[src/rtl/param_sequence_pattern_detector.sv]
// -----------------------------------------------------------------------------
// param_sequence_pattern_detector
//
// Serial pattern detector with a pattern and length that can be changed at
// runtime. The pattern is 1..MAX_LEN bits long. Matches can be overlapping or
// non-overlapping. The match pulse is registered, so it appears on the clock
// edge after the final bit of the pattern is accepted.
//
// Build option:
//   SEQ_DET_MATCH_COUNT_EN - adds the input cnt_clr and the output match_count.
//                            match_count is a saturating counter of match
//                            pulses, CNT_W bits wide.
//
// Ports:
//   clk          clock; every state update happens on posedge
//   rest         synchronous reset, active-high
//   in_valid     qualifies in; state advances only when high
//   in           serial data bit
//   overlap      1 = overlapping matches, 0 = non-overlapping
//   cfg_load     loads cfg_pattern/cfg_len and clears the bit history
//   cfg_pattern  new pattern, LSB-aligned (pattern[len-1] is sent first)
//   cfg_len      new pattern length (clamped to 1..MAX_LEN)
//   out          registered match pulse
//   cur_len      active pattern length after clamping
//   cnt_clr      (option) clears match_count, wins over an increment
//   match_count  (option) saturating count of match pulses
// -----------------------------------------------------------------------------
module param_sequence_pattern_detector #(
    parameter int                 MAX_LEN     = 8,
    parameter int                 LEN_W       = 4,
    parameter logic [MAX_LEN-1:0] DEF_PATTERN = 8'h35,
    parameter int                 DEF_LEN     = 6
`ifdef SEQ_DET_MATCH_COUNT_EN
    ,
    parameter int                 CNT_W       = 16
`endif
) (
    input  logic               clk,
    input  logic               rest,
    input  logic               in_valid,
    input  logic               in,
    input  logic               overlap,
    input  logic               cfg_load,
    input  logic [MAX_LEN-1:0] cfg_pattern,
    input  logic [LEN_W-1:0]   cfg_len,
`ifdef SEQ_DET_MATCH_COUNT_EN
    input  logic               cnt_clr,
    output logic [CNT_W-1:0]   match_count,
`endif
    output logic               out,
    output logic [LEN_W-1:0]   cur_len
);

    localparam logic [LEN_W-1:0] MAX_LEN_L = LEN_W'(MAX_LEN);
    localparam logic [LEN_W-1:0] DEF_LEN_L = LEN_W'(DEF_LEN);

    logic [MAX_LEN-1:0] pattern_reg;
    logic [LEN_W-1:0]   len_reg;
    // Only MAX_LEN-1 history bits need storage. The incoming bit supplies the
    // newest position of the compare window.
    logic [MAX_LEN-2:0] hist_reg;
    logic [LEN_W-1:0]   fill_reg;
    logic               out_reg;

    logic [MAX_LEN-1:0] hist_shift;
    logic [MAX_LEN-1:0] len_mask;
    logic [LEN_W:0]     fill_plus;
    logic               fill_ok;
    logic               pattern_ok;
    logic               accept;
    logic               match_hit;
    logic [LEN_W-1:0]   fill_inc;
    logic [LEN_W-1:0]   cfg_len_clamped;

    // The history after this cycle's bit has been shifted in.
    assign hist_shift = {hist_reg, in};

    // Mask that selects the low len bits. Pattern bits above len are ignored.
    genvar gi;
    generate
        for (gi = 0; gi < MAX_LEN; gi++) begin : g_mask
            assign len_mask[gi] = (32'(gi) < 32'(len_reg));
        end
    endgenerate

    assign accept     = in_valid & ~cfg_load;
    assign fill_plus  = {1'b0, fill_reg} + 1'b1;
    assign fill_ok    = (fill_plus >= {1'b0, len_reg});
    assign pattern_ok = (((hist_shift ^ pattern_reg) & len_mask) == '0);
    assign match_hit  = accept & fill_ok & pattern_ok;

    // The fill count stops at MAX_LEN. No larger window is ever needed.
    assign fill_inc = (fill_reg == MAX_LEN_L) ? fill_reg : fill_plus[LEN_W-1:0];

    always_comb begin
        cfg_len_clamped = cfg_len;
        if (cfg_len == '0) begin
            cfg_len_clamped = LEN_W'(1);
        end else if (32'(cfg_len) > MAX_LEN) begin
            cfg_len_clamped = MAX_LEN_L;
        end
    end

    always_ff @(posedge clk) begin
        if (rest) begin
            pattern_reg <= DEF_PATTERN;
            len_reg     <= DEF_LEN_L;
            hist_reg    <= '0;
            fill_reg    <= '0;
            out_reg     <= 1'b0;
        end else if (cfg_load) begin
            // A bit that arrives in the same cycle as a load is discarded.
            pattern_reg <= cfg_pattern;
            len_reg     <= cfg_len_clamped;
            hist_reg    <= '0;
            fill_reg    <= '0;
            out_reg     <= 1'b0;
        end else if (in_valid) begin
            hist_reg <= hist_shift[MAX_LEN-2:0];
            out_reg  <= match_hit;
            if (match_hit && !overlap) begin
                fill_reg <= '0;
            end else begin
                fill_reg <= fill_inc;
            end
        end else begin
            out_reg <= 1'b0;
        end
    end

    assign out     = out_reg;
    assign cur_len = len_reg;

`ifdef SEQ_DET_MATCH_COUNT_EN
    logic [CNT_W-1:0] match_count_reg;

    // The counter steps on the same edge that raises out, so it stays in step
    // with the pulse.
    always_ff @(posedge clk) begin
        if (rest) begin
            match_count_reg <= '0;
        end else if (cnt_clr) begin
            match_count_reg <= '0;
        end else if (match_hit && (match_count_reg != '1)) begin
            match_count_reg <= match_count_reg + 1'b1;
        end
    end

    assign match_count = match_count_reg;
`endif

endmodule

[config.mk]
export PLATFORM = sky130hd
export DESIGN_NAME = param_sequence_pattern_detector
export DESIGN_NICKNAME = d
export VERILOG_FILES = /design/src/rtl/param_sequence_pattern_detector.sv
export SDC_FILE = /design/constraint.sdc
export NUM_CORES = 1
export LEC_CHECK = 0
export BUFFER_PORTS_ARGS = -buffer_cell sky130_fd_sc_hd__buf_2
export CAP_MARGIN = 20
export CORE_ASPECT_RATIO = 0.75
export CORE_MARGIN = 4
export CORE_UTILIZATION = 53
export CTS_CLUSTER_SIZE = 40
export DETAILED_ROUTE_END_ITERATION = 10
export PLACE_DENSITY = 0.77
export SYNTH_ARGS = -nofsm -noshare
export SYNTH_HDL_FRONTEND = slang
export SYNTH_SLANG_ARGS = --single-unit
[constraint.sdc]
create_clock -name clk -period 1.88 [get_ports clk]
set_input_delay 0 -clock clk [delete_from_list [all_inputs] [get_ports clk]]
set_output_delay 0 -clock clk [all_outputs]
set_load 0.02 [all_outputs]
==> metrics <==
run status=completed; number of global-route vias before repair=1038; worst-skew pair later-pin latency=0.31 ns; Root Driver=clkbuf_4; DRC=0; Setup CP Type=flip-flop to flip-flop; Post-Syn Area=0.001229 sq mm; Final Hold Viols=0; CP arrival=1.99 ns; Post-layout nets=187; power per cell area=702.9 mW/mm^2; Vias/cell=5.645; Reg clk slew, reported paths=0.12 ns; Tmin final=1.772 ns; setup violators final=0; Largest register FFs=8; Ys Warns=0; core box area=0.002102 sq mm; largest net degree at the start of global routing=18; class of the worst hold path=input port to flip-flop; RSZ-0062 raised after global routing=false; sequential area share after synthesis=0.3910; clock sink count=24; crit-path cells=inv_1 -> ha_1 -> ha_1 -> a211oi_2 -> o21ai_2 -> and4b_1; Gate Count Post-Synth=129; cts bufs inserted=3; IO Count=23; DRT Pass-1 Iters=4; startpoint types=flip-flop; Post-CTS Setup Repair Bufs=0; Max-Cap Viols=0; GR Util met2=0.3241; area of the die=0.003160 sq mm; Die W=63.60 um; leakage=0.0006907 uW; Worst Path Max Fanout=5; first-pass GRT wire length=4602 um; Chip Height=49.70 um; Core Rows=14; M3 GR Usage=0.05227; fin crit share=0.9427; Initial Util=0.5845; top cells by area, synth=dfxtp_1 39%, mux2i_1 11%, ha_1 6.1%; grt total ovfl=0; Routed Antenna Nets=0; syn avg cell area=9.525 sq um; global routing's busiest layer=met2; VDD IR max=0.4859 mV; First DRT Iteration DRCs=56; Crit path top cell by count=ha_1; syn_nets=153; H-tree Lvls=1; CP Buf/Inv Count=1; Worst-Margin Slew=0.3592 ns; Tot Pwr=1087 uW; GRT Util Overall=0.1829; CP max stage delay=0.39 ns; hpwl dp=1882 um; fraction of layout cells with a size suffix above 1=0.2284; GPL Wtd Cong=0.9052; vias=1050; number of diodes=0; max-slew violations=0; FF+latch count, synth=24; final WL=2771 um; area share of the largest cell type after synthesis=0.3910; CP required=2.10 ns; synth unique cells=37; skew final=0.003837 ns; CP max-delay cell=dfxtp_2; Routed WL per cell=14.90 um; Worst path top cell family by delay=adder cells; max frequency=564.3 MHz; Global Route met1 Usage=0.2218; CTS tree=yes; I/O Buffers=22; Worst slew margin=0.7606; largest area contributor in the netlist=dfxtp_1; synthesis-to-finish area growth=25.87%; CP Capture Type=flip-flop; CTS max path bufs=2; setup TNS=0 ns; initial antenna violation count=0
==> cells by family (layout without fill, tap and decap cells) <==
| group | after synthesis | after routing | synth area share |
|---|---|---|---|
| AND/OR/NAND/NOR | 32 | 32 | 0.1314 |
| AO/OA/AOI/OAI | 28 | 28 | 0.1741 |
| XOR/XNOR | 12 | 12 | 0.08554 |
| buffers and inverters | 14 | 47 | 0.05091 |
| flip-flops | 24 | 24 | 0.3910 |
| multiplexers | 13 | 13 | 0.1059 |
| adder cells (fa/ha/maj) | 6 | 6 | 0.06110 |
==> worst paths after layout <==
| check | to | from | slack (ns) | cells past startpoint |
|---|---|---|---|---|
| min reg2reg | pattern_reg[7]$_SDFFE_PP0P_ | pattern_reg[7]$_SDFFE_PP0P_ | 0.55 | 2 |
| min | pattern_reg[1]$_SDFFE_PP0P_ | rest | 0.01 | 2 |
| max | out$_SDFF_PP0_ | fill_reg[0]$_SDFFE_PP0P_ | 0.11 | 6 |
| max reg2reg | out$_SDFF_PP0_ | fill_reg[0]$_SDFFE_PP0P_ | 0.11 | 6 |
==> final cells by class <==
class / instances / area [sq um]
fillers: 167 / 555.5
multi-input cells: 91 / 704.4
inverters: 7 / 26.28
clock buffers: 3 / 22.52
flip-flops and latches: 24 / 483.0
clock inverters: 1 / 30.03
repair buffers: 36 / 250.2
well taps: 24 / 30.03
==> stage by stage <==
step | hold WS [ns] | setup WS [ns] | utilization | cell area, sq um | cells
5_1_grt | 0.007780 | 0.007458 | 0.7357 | 1546 | 186
4_1_cts | 0.0002609 | 0.05376 | 0.7262 | 1526 | 186
6_report | 0.01363 | 0.1078 | 0.7357 | 1546 | 186
3_3_place_gp | 0.2054 | 0.1555 | 0.6339 | 1333 | 168
3_5_place_dp | 0.2108 | 0.009931 | 0.6339 | 1333 | 168
2_1_floorplan | 0.1043 | 0.2143 | - | 1229 | 129
==> report_power, final <==
part           leakage, uW  internal (uW)  switching [uW]
Clock            0.0000279            216             151
Sequential        0.000197            528            23.5
Combinational     0.000465           88.9            79.9
==> layer usage <==
metal | routed length [um] | share of wire
met1 | 1200 | 0.43
met2 | 1423 | 0.51
met3 | 134 | 0.048
met4 | 13 | 0.0047
met5 | 0 | 0
==> synth_stat cells <==
cell,instances
dfxtp_1,24
nor2_1,15
mux2i_1,13
xor2_1,8
inv_1,7
ha_1,6
a211oi_1,5
a211o_1,4
clkbuf_1,4
nor2b_1,4
xnor2_1,4
a21oi_1,3
nand2_1,3
o21ai_1,3
a31oi_1,2
o21ai_0,2
or2_2,2
a2111oi_0,1
a2111oi_1,1
a211o_2,1
a221o_1,1
a221o_2,1
a222oi_1,1
and4b_1,1
buf_2,1
buf_6,1
clkbuf_2,1
nand2b_1,1
nand3_1,1
nand4_1,1
nor3b_1,1
nor4_1,1
o2111a_2,1
o21a_1,1
o22a_1,1
or3_1,1
or3b_1,1
==> worst register-to-register path: cells and delay by family, from the launching register on <==
kind            cells  cell delay [ns]
compound gates      2             0.36
fa+ha+maj           2             0.62
buf+inv             1             0.08
flops               1             0.39
simple gates        1             0.23
==> layout by cell type (no fill, tap or decap), types with 2 or more instances in the layout <==
cell / Yosys / routed
a211o_1: 4 / 4
a211oi_1: 5 / 2
a211oi_2: 0 / 3
a21oi_1: 3 / 3
a31oi_1: 2 / 2
buf_2: 1 / 22
clkbuf_4: 0 / 3
dfxtp_1: 24 / 22
dfxtp_2: 0 / 2
dlygate4sd3_1: 0 / 14
ha_1: 6 / 6
inv_1: 7 / 7
mux2i_1: 13 / 13
nand2_1: 3 / 3
nor2_1: 15 / 15
nor2b_1: 4 / 4
o21ai_0: 2 / 2
o21ai_1: 3 / 2
or2_2: 2 / 2
xnor2_1: 4 / 4
xor2_1: 8 / 8
==> what timing repair did <==
action                                  in CTS  in global routing
endpoints found under the hold margin       13                  0
pin swaps                                    0                  0
hold buffers                                14                  0
endpoints found under the setup margin       1                  5
gates resized for setup                      1                  5
Power figures use the tool's default switching activity.
